===== config.mk =====
export PLATFORM = sky130hd
export DESIGN_NAME = psum_row_collector_flat
export DESIGN_NICKNAME = d
export VERILOG_FILES = /design/src/rtl/psum_row_collector_pkg.sv /design/src/rtl/psum_row_collector_if.sv /design/src/rtl/psum_row_collector_reducer.sv /design/src/rtl/psum_row_collector.sv /design/src/flat_wrapper.sv
export SDC_FILE = /design/constraint.sdc
export NUM_CORES = 2
export LEC_CHECK = 0
export ABC_CLOCK_PERIOD_IN_PS = 5600
export BUFFER_PORTS_ARGS = -buffer_cell sky130_fd_sc_hd__clkbuf_2
export CORE_AREA = 2 2 376 378
export CTS_CLUSTER_DIAMETER = 30
export DETAILED_ROUTE_END_ITERATION = 8
export DIE_AREA = 0 0 378 380
export PLACE_DENSITY = 0.7
export SLEW_MARGIN = 10
export SYNTH_ARGS = -nofsm -noshare
export SYNTH_HDL_FRONTEND = slang
export SYNTH_SLANG_ARGS = --single-unit

===== constraint.sdc =====
create_clock -name clk -period 5.6 [get_ports clk]
set_input_delay 0.84 -clock clk [delete_from_list [all_inputs] [get_ports clk]]
set_output_delay 0.84 -clock clk [all_outputs]
set_load 0.1 [all_outputs]

===== src/rtl/psum_row_collector_pkg.sv =====
// Shared DLA definitions for the PE-row partial-sum collector: sizes, lane
// grouping modes, element types and the collector FSM states.
package psum_row_collector_pkg;

  localparam int DLA_LANES  = 16;
  localparam int DLA_PROD_W = 16;
  localparam int DLA_ACC_W  = 24;

  typedef enum logic [1:0] {
    MODE_1X1 = 2'd0,
    MODE_G3  = 2'd1,
    MODE_G5  = 2'd2
  } mode_e;

  typedef logic signed [DLA_PROD_W-1:0] prod_t;
  typedef logic signed [DLA_ACC_W-1:0]  psum_t;

  typedef enum logic {
    ST_IDLE = 1'b0,
    ST_ACC  = 1'b1
  } state_e;

endpackage


===== src/rtl/psum_row_collector_if.sv =====
// Product stream in, partial-sum stream out; slave is the collector side,
// master is the PE row plus writeback side.
interface psum_row_collector_if
  import psum_row_collector_pkg::*;
#(
  parameter int LANES  = DLA_LANES,
  parameter int PROD_W = DLA_PROD_W,
  parameter int ACC_W  = DLA_ACC_W
);
  logic signed [PROD_W-1:0] product [LANES];
  logic                     prod_valid;
  logic                     prod_ready;
  logic signed [ACC_W-1:0]  psum [LANES];
  logic                     psum_valid;
  logic                     psum_ready;

  modport master (
    output product, prod_valid, psum_ready,
    input  prod_ready, psum, psum_valid
  );

  modport slave (
    input  product, prod_valid, psum_ready,
    output prod_ready, psum, psum_valid
  );
endinterface


===== src/rtl/psum_row_collector_reducer.sv =====
// Combinational lane grouping: passes lanes through or sums groups of 3 or 5
// lanes at full precision; groups beyond the last whole group read as 0.
module psum_lane_reducer
  import psum_row_collector_pkg::*;
#(
  parameter int LANES  = DLA_LANES,
  parameter int PROD_W = DLA_PROD_W,
  parameter int RED_W  = DLA_PROD_W + 3
) (
  input  logic [1:0]               mode,
  input  logic signed [PROD_W-1:0] product [LANES],
  output logic signed [RED_W-1:0]  red [LANES]
);
  localparam int G3 = LANES / 3;
  localparam int G5 = LANES / 5;

  logic signed [RED_W-1:0] lane_ext [LANES];
  logic signed [RED_W-1:0] sum3 [G3];
  logic signed [RED_W-1:0] sum5 [G5];

  genvar gi;
  generate
    for (gi = 0; gi < LANES; gi++) begin : g_ext
      assign lane_ext[gi] = RED_W'(product[gi]);
    end
    for (gi = 0; gi < G3; gi++) begin : g_sum3
      assign sum3[gi] = lane_ext[3*gi] + lane_ext[3*gi+1] + lane_ext[3*gi+2];
    end
    for (gi = 0; gi < G5; gi++) begin : g_sum5
      assign sum5[gi] = lane_ext[5*gi] + lane_ext[5*gi+1] + lane_ext[5*gi+2]
                      + lane_ext[5*gi+3] + lane_ext[5*gi+4];
    end
  endgenerate

  // Reserved mode 3 falls through to the one-to-one mapping.
  always_comb begin
    for (int g = 0; g < LANES; g++) red[g] = '0;
    case (mode)
      MODE_G3: for (int g = 0; g < G3; g++) red[g] = sum3[g];
      MODE_G5: for (int g = 0; g < G5; g++) red[g] = sum5[g];
      default: for (int g = 0; g < LANES; g++) red[g] = lane_ext[g];
    endcase
  end

endmodule


===== src/rtl/psum_row_collector.sv =====
// Accumulates num_acc reduced product vectors into saturating partial sums
// and hands the finished vector out through a one-entry output register.
module psum_row_collector
  import psum_row_collector_pkg::*;
#(
  parameter int LANES  = DLA_LANES,
  parameter int PROD_W = DLA_PROD_W,
  parameter int ACC_W  = DLA_ACC_W,
  parameter int CNT_W  = 8
) (
  input  logic             clk,
  input  logic             rst,
  input  logic [1:0]       mode,
  input  logic             start,
  input  logic [CNT_W-1:0] num_acc,
  output logic             busy,
  psum_row_collector_if.slave bus
);
  localparam int RED_W = PROD_W + 3;

  state_e                   state_reg, state_next;
  logic [1:0]               mode_reg;
  logic [CNT_W-1:0]         num_acc_reg;
  logic [CNT_W-1:0]         count_reg;
  logic signed [ACC_W-1:0]  acc_reg  [LANES];
  logic signed [ACC_W-1:0]  acc_next [LANES];
  logic signed [ACC_W-1:0]  psum_reg [LANES];
  logic                     psum_valid_reg;
  logic signed [PROD_W-1:0] prod_lane [LANES];
  logic signed [RED_W-1:0]  red [LANES];
  logic                     final_beat;
  logic                     prod_ready;
  logic                     start_pass;
  logic                     accept;

  assign prod_lane = bus.product;

  psum_lane_reducer #(
    .LANES  (LANES),
    .PROD_W (PROD_W),
    .RED_W  (RED_W)
  ) u_reducer (
    .mode    (mode_reg),
    .product (prod_lane),
    .red     (red)
  );

  // One guard bit catches overflow; clamp toward the sign of the true sum.
  genvar gi;
  generate
    for (gi = 0; gi < LANES; gi++) begin : g_sat
      logic signed [ACC_W:0] wide;
      assign wide = (ACC_W+1)'(acc_reg[gi]) + (ACC_W+1)'(red[gi]);
      assign acc_next[gi] = (wide[ACC_W] == wide[ACC_W-1]) ? wide[ACC_W-1:0]
                          : {wide[ACC_W], {(ACC_W-1){~wide[ACC_W]}}};
    end
  endgenerate

  always_comb begin
    state_next = state_reg;
    prod_ready = 1'b0;
    busy       = 1'b0;
    start_pass = 1'b0;
    final_beat = 1'b0;
    case (state_reg)
      ST_IDLE: begin
        if (start && (num_acc != '0)) begin
          start_pass = 1'b1;
          state_next = ST_ACC;
        end
      end
      ST_ACC: begin
        busy       = 1'b1;
        final_beat = (count_reg == num_acc_reg - CNT_W'(1));
        // A slot being drained this same cycle counts as free.
        prod_ready = !(final_beat && psum_valid_reg && !bus.psum_ready);
        if (bus.prod_valid && prod_ready && final_beat) state_next = ST_IDLE;
      end
      default: state_next = ST_IDLE;
    endcase
  end

  assign accept = bus.prod_valid && prod_ready;

  always_ff @(posedge clk or negedge rst) begin
    if (!rst) begin
      state_reg      <= ST_IDLE;
      mode_reg       <= '0;
      num_acc_reg    <= '0;
      count_reg      <= '0;
      psum_valid_reg <= 1'b0;
      for (int i = 0; i < LANES; i++) begin
        acc_reg[i]  <= '0;
        psum_reg[i] <= '0;
      end
    end else begin
      state_reg <= state_next;
      if (start_pass) begin
        mode_reg    <= mode;
        num_acc_reg <= num_acc;
        count_reg   <= '0;
        for (int i = 0; i < LANES; i++) acc_reg[i] <= '0;
      end else if (accept) begin
        count_reg <= count_reg + CNT_W'(1);
        acc_reg   <= acc_next;
      end
      if (accept && final_beat) begin
        psum_reg       <= acc_next;
        psum_valid_reg <= 1'b1;
      end else if (psum_valid_reg && bus.psum_ready) begin
        psum_valid_reg <= 1'b0;
      end
    end
  end

  assign bus.prod_ready = prod_ready;
  assign bus.psum_valid = psum_valid_reg;
  assign bus.psum       = psum_reg;

endmodule


===== src/flat_wrapper.sv =====
// flat-port wrapper written by rule: the top's interface ports become plain ports
module psum_row_collector_flat import psum_row_collector_pkg::*;
#(
  parameter int LANES  = DLA_LANES,
  parameter int PROD_W = DLA_PROD_W,
  parameter int ACC_W  = DLA_ACC_W,
  parameter int CNT_W  = 8
)
  (clk, rst, mode, start, num_acc, busy, bus_product, bus_prod_valid, bus_psum_ready, bus_prod_ready, bus_psum, bus_psum_valid);
  psum_row_collector_if #(.LANES(LANES), .PROD_W(PROD_W), .ACC_W(ACC_W)) bus_i ();
  input  logic clk;
  input  logic rst;
  input  logic [1:0] mode;
  input  logic start;
  input  logic [CNT_W-1:0] num_acc;
  output logic busy;
  input wire logic [$bits(bus_i.product)-1:0] bus_product;
  input wire logic [$bits(bus_i.prod_valid)-1:0] bus_prod_valid;
  input wire logic [$bits(bus_i.psum_ready)-1:0] bus_psum_ready;
  output wire logic [$bits(bus_i.prod_ready)-1:0] bus_prod_ready;
  output wire logic [$bits(bus_i.psum)-1:0] bus_psum;
  output wire logic [$bits(bus_i.psum_valid)-1:0] bus_psum_valid;
  assign bus_i.product = {>>{bus_product}};
  assign bus_i.prod_valid = bus_prod_valid;
  assign bus_i.psum_ready = bus_psum_ready;
  assign bus_prod_ready = bus_i.prod_ready;
  assign bus_psum = {>>{bus_i.psum}};
  assign bus_psum_valid = bus_i.psum_valid;
  psum_row_collector #(.LANES(LANES), .PROD_W(PROD_W), .ACC_W(ACC_W), .CNT_W(CNT_W)) u_core (.clk(clk), .rst(rst), .mode(mode), .start(start), .num_acc(num_acc), .busy(busy), .bus(bus_i));
endmodule

# After elaboration in Yosys (flattened, before gate mapping)
# Index checks and enable logic that the tools add are counted.
# totals
regBits	788
inputBits	271
output_inout_bits	387
# op_classes
addsub	38
eq_ne	19
n_mux	32
bitwise_logic	17
reduce_logical	14
# ops
cell	n
$mux W384	2
$add A24 B19 Y25	16
$mux W24	16
$mux W209	1
$add A17 B16 Y18	7
$add A16 B16 Y17	7
$pmux W57 S2	1
$pmux W38 S2	1
$add A18 B16 Y19	3
$add A19 B16 Y19	3
$not A1 Y1	17
$eq A1 B1 Y1	16
$mux W8	2
$add A8 B1 Y8 const B	1
$eq A8 B8 Y1	1
$logic_and A1 B1 Y1	8
$mux W1	8
$reduce_bool A8 Y1	1
$sub A8 B1 Y8 const B	1
$reduce_bool A2 Y1	2
$eq A2 B1 Y1 const B	1
$eq A2 B2 Y1 const B	1
$logic_not A1 Y1	2
$pmux W1 S2	1
$reduce_or A2 Y1	1

# Depth between registers and ports, before layout
# depth
ltp_word	10
ltp_mapped	34
mapped_depth_nobuf	32

# Cells and area by module
# A second synthesis with hierarchy kept.
# hier_totals
cells_unflattened	7112
area_unflattened_um2	62301.0
# modules_own_cells
module	instances	cells_per_inst	area_per_inst_um2	seq_area_each_um2
psum_row_collector	1	5596	49742.7	19718.9
psum_lane_reducer	1	1516	12558.3	0.0

# Worst setup path before layout
# Ideal clock, no wire load.
# synth_timing
path_kind	input to register
start	input port bus_product[209]
end	register u_core.psum_reg, in the netlist u_core.bus.psum[378]
setup_ps	78
arrival_ps	7859
t_required_ps	5522
path_slack_ps	-2337
stages	33
path_cell_list	inv_1 fa_1 inv_1 ha_1 fa_1 a21o_1 a21oi_1 o21bai_1 a21oi_1 o21bai_1 a21oi_1 xnor2_1 fa_1 ha_1 a21o_1 a21oi_1 o21a_1 o311ai_0 a41oi_1 o21bai_1 a21oi_1 xnor2_1 o21ai_0 ha_1 clkbuf_1 nand4_1 inv_1 a41oi_1 a31oi_1 mux2i_1 clkbuf_1 o21ai_0 a21oi_1
# synth_via
elab_chain_cells	7
word_cells_on_any_way	8
classes_between	4 x add/sub; 1 x eq/ne; 2 x mux; 1 x bitwise
# synth_lines
item	line	rtl
from (decl)	flat_wrapper.sv:17	input wire logic [$bits(bus_i.product)-1:0] bus_product;
$add A17 B16 Y18 *	psum_row_collector_reducer.sv:27, psum_row_collector_reducer.sv:30	
$add A18 B16 Y19	psum_row_collector_reducer.sv:31	+ lane_ext[5*gi+3] + lane_ext[5*gi+4];
$add A19 B16 Y19	psum_row_collector_reducer.sv:31	
$pmux W57 S2 *	psum_row_collector_reducer.sv:38	case (mode)
$add A24 B19 Y25 *	psum_row_collector.sv:53	assign wide = (ACC_W+1)'(acc_reg[gi]) + (ACC_W+1)'(red[gi]);
$eq A1 B1 Y1 / $not A1 Y1 (equally long branches)	psum_row_collector.sv:54, psum_row_collector.sv:55	
$mux W24 *	psum_row_collector.sv:54	assign acc_next[gi] = (wide[ACC_W] == wide[ACC_W-1]) ? wide[ACC_W-1:0]
to (signal assigned)	psum_row_collector.sv:108	psum_reg <= acc_next;
to (decl)	psum_row_collector.sv:27	logic signed [ACC_W-1:0] psum_reg [LANES];
# Mark *: on every way between the ends. The rest lies on a longest branch, timed or not.
# A chain may end at the register's enable or synchronous reset.

# Final worst setup path
# layout_timing
start	input port bus_product[209]
end	register u_core.acc_reg[376] (netlist name)
# layout_via
elab_chain_cells	9
word_cells_on_any_way	10
classes_between	4 x add/sub; 1 x eq/ne; 4 x mux; 1 x bitwise
# layout_lines
item	line	rtl
$add A17 B16 Y18 *	psum_row_collector_reducer.sv:27, psum_row_collector_reducer.sv:30	
$add A18 B16 Y19	psum_row_collector_reducer.sv:31	
$add A19 B16 Y19	psum_row_collector_reducer.sv:31	
$pmux W57 S2 *	psum_row_collector_reducer.sv:38	
$add A24 B19 Y25 *	psum_row_collector.sv:53	
$eq A1 B1 Y1 / $not A1 Y1 (equally long branches)	psum_row_collector.sv:54, psum_row_collector.sv:55	
$mux W24 *	psum_row_collector.sv:54	
$mux W384 *	psum_row_collector.sv:103	end else if (accept) begin
$mux W384 *	psum_row_collector.sv:98	if (start_pass) begin
to (signal assigned)	psum_row_collector.sv:105	acc_reg <= acc_next;
to (decl)	psum_row_collector.sv:25	logic signed [ACC_W-1:0] acc_reg [LANES];
# Mark *: on every way between the ends. The rest lies on a longest branch, timed or not. The select of a mux whose other input is x is not followed.

==> impl_metrics.yaml <==
critical_path:
  startpoint_type: "primary input"
  cp_common_cell: "a21oi_2"
  end_kind: "flop"
  critical_path_class: "in -> reg"
  rr_startpoint: "u_core.mode_reg[0]$_DFFE_PN0P_"
  required_ps: 6330
  path_max_fanout: 7
  reg2reg_to: "u_core.bus.psum[139]$_DFFE_PN0P_"
  worstPathArrival_ps: 7420
  slowest_delay_ps: 540
  r2r_slack_ps: 360
  cpMaxStageDelayCell: "fa_1"
  reg2reg_depth: 15
finish:
  final_common_cell: "buf_4"
  multiInputGateArea_um2: 42800
  fill_cells: 12000
  layout_common_cells: "buf_4 (971), a21oi_1 (828), dfrtp_1 (788), clkbuf_2 (645), nand2_1 (638)"
  area_delta_synth_final_pct: 34.7
  fin_util: 0.606
  seq_area_um2: 19700
  layout-drive-gt1-share: 0.280
  nNetsFinal: 9750
clocking:
  cts_tree: "done"
  numCtsBuffers: 192
  cts.hold.buffers_added: 0
  clk_latency_ps: 820
  cts_sinks: 788
  clk_path_buf_depth: 3
  clk_pin_slew_worst_paths_ps: 50
  htree_levels: 4
  cts-root-buf: "clkbuf_16"
synthesis:
  avgSynthCellArea_um2: 8.69
  yosys_most_used_dff: "dfrtp_1"
  yosys_warnings: 0
  synth_cells: 7203
  synth_area_um2: 62600
  ys_ff_latch: 788
  async_flop_share: 1.00
  synth_edf_count: 0
  synth_nets: 8203
  ys_seq_area_frac: 0.315
  yosysUniqueCellTypes: 104
die:
  die_h_um: 380
  die_area_um2: 144000
  num_rows: 137
  dieWidth_um: 378
  core_um2: 139000
  start_util: 0.450
  num_io_pins: 658
sta:
  finalCriticalPeriod_ps: 6690
  fmax_mhz: 149
  slew_headroom: 0.234
  skew_ps: 47.8
  hold_viol: 0
  setup_violations: 143
  tightest_slew_ps: 1120
  worst_slack_ps: -1090
  finalCritPeriodShare: 1.20
  maxSlewViolCount: 0
  grt_setup_unrepaired: "true"
min_path:
  hold_path.class: "in -> async"
detailed_routing:
  post_drt_wl_per_cell_um: 23.4
  routed_wl_mm: 254
  first_pass_iters: 6
  drc: 0
  drt_iter0_markers: 5792
  num_vias: 63800
  drt-vias-per-instance: 5.89
  ant_nets: 0
placed_design:
  pre_cts_slack_ps: -2170
  place.gp.congestion: 0.995
  dp_hpwl_mm: 198
  portBuffers: 657
status:
  outcome: "complete, but fails checks"
  violations: "negative setup slack"
global_routing:
  grt_remaining_overflow: 0
  grt_pass1_wl_mm: 378
  grt_max_degree: 160
  antenna_found_initial: 60
  track_usage: 0.343
  grt_pass1_vias: 62400
run:
  maxCapViolations: 0
## critical path: cells and delay by family
family	cells	cell delay (ps)
AO/OA/AOI/OAI	18	3010
XOR/XNOR	2	220
adder cells (fa/ha/maj)	6	2150
buffers and inverters	6	640
multiplexers	1	270
AND/OR/NAND/NOR	3	270
## stage by stage
stage / setup TNS, ps / instance area [µm²] / instances / hold WS (ps)
3_3_place_gp: -337990 / 75500 / 10400 / 466
6_report: -112460 / 84300 / 10800 / 101
2_1_floorplan: -138200 / 63500 / 7203 / 456
5_1_grt: -144570 / 84300 / 10800 / 131
3_5_place_dp: -347920 / 75500 / 10400 / 471
4_1_cts: -98900 / 82900 / 10800 / 76.5
## area by class of cell
cell class	count	area share
Clock inverter	133	0.0208
Sequential cell	788	0.234
Clock buffer	227	0.0610
Tap cell	1876	0.0278
Timing Repair Buffer	1678	0.137
Inverter	237	0.0108
Multi-Input combinational cell	5853	0.508
Antenna cell	37	0.00110
## routing by layer
layer	routed length [µm]	up-vias	global-route usage	part of all wire
met3	21000	584	0.0772	0.083
met5	221	-	0	0.00087
met2	112000	2560	0.518	0.44
met4	14400	34	0.185	0.057
li1	-	29300	-	-
met1	106000	31300	0.455	0.42
## what timing repair did
action,in CTS,in global routing
cloned,1,6
pin swaps,72,123
buffers inserted,12,26
setup endpoints to repair,222,260
gates resized for setup,93,236
## synthesized netlist by cell type, drive strengths merged, types with 111 or more instances
cell type    n  area (µm²)
a21o       191        1430
ha         525        6570
xnor2      266        2330
nor2       545        2060
a21oi      959        4820
clkbuf     237         890
dfrtp      788       19700
fa         204        4080
nand2      660        2480
and2       197        1230
nor3       111         561
o21ai      576        2890
nand3      245        1230
inv        235         882
xor2       130        1140
## how the worst max path moves through the flow
stage / start / endpoint / slack, ps / depth (start not counted)
finish: bus_product[209] / u_core.acc_reg[376]$_DFFE_PN0P_ / -1090 / 36
global route: bus_product[209] / u_core.acc_reg[376]$_DFFE_PN0P_ / -1390 / 34
global placement: bus_product[209] / u_core.bus.psum[373]$_DFFE_PN0P_ / -2040 / 35
floorplan: bus_product[209] / u_core.acc_reg[370]$_DFFE_PN0P_ / -1290 / 32
CTS: bus_product[225] / u_core.bus.psum[367]$_DFFE_PN0P_ / -1050 / 36
detailed placement: bus_product[209] / u_core.bus.psum[373]$_DFFE_PN0P_ / -2170 / 35
## kinds of logic after synthesis
logic type / after synthesis / share of synthesized area
compound gates: 2539 / 0.255
xor+xnor: 396 / 0.0554
fa+ha+maj: 742 / 0.172
buf+inv: 566 / 0.0359
flops: 788 / 0.315
mux: 35 / 0.00586
simple gates: 2137 / 0.161
Power is left out: the tool's default activity adds up to more than one toggle a clock period on the data nets, which glitch-free logic cannot reach.
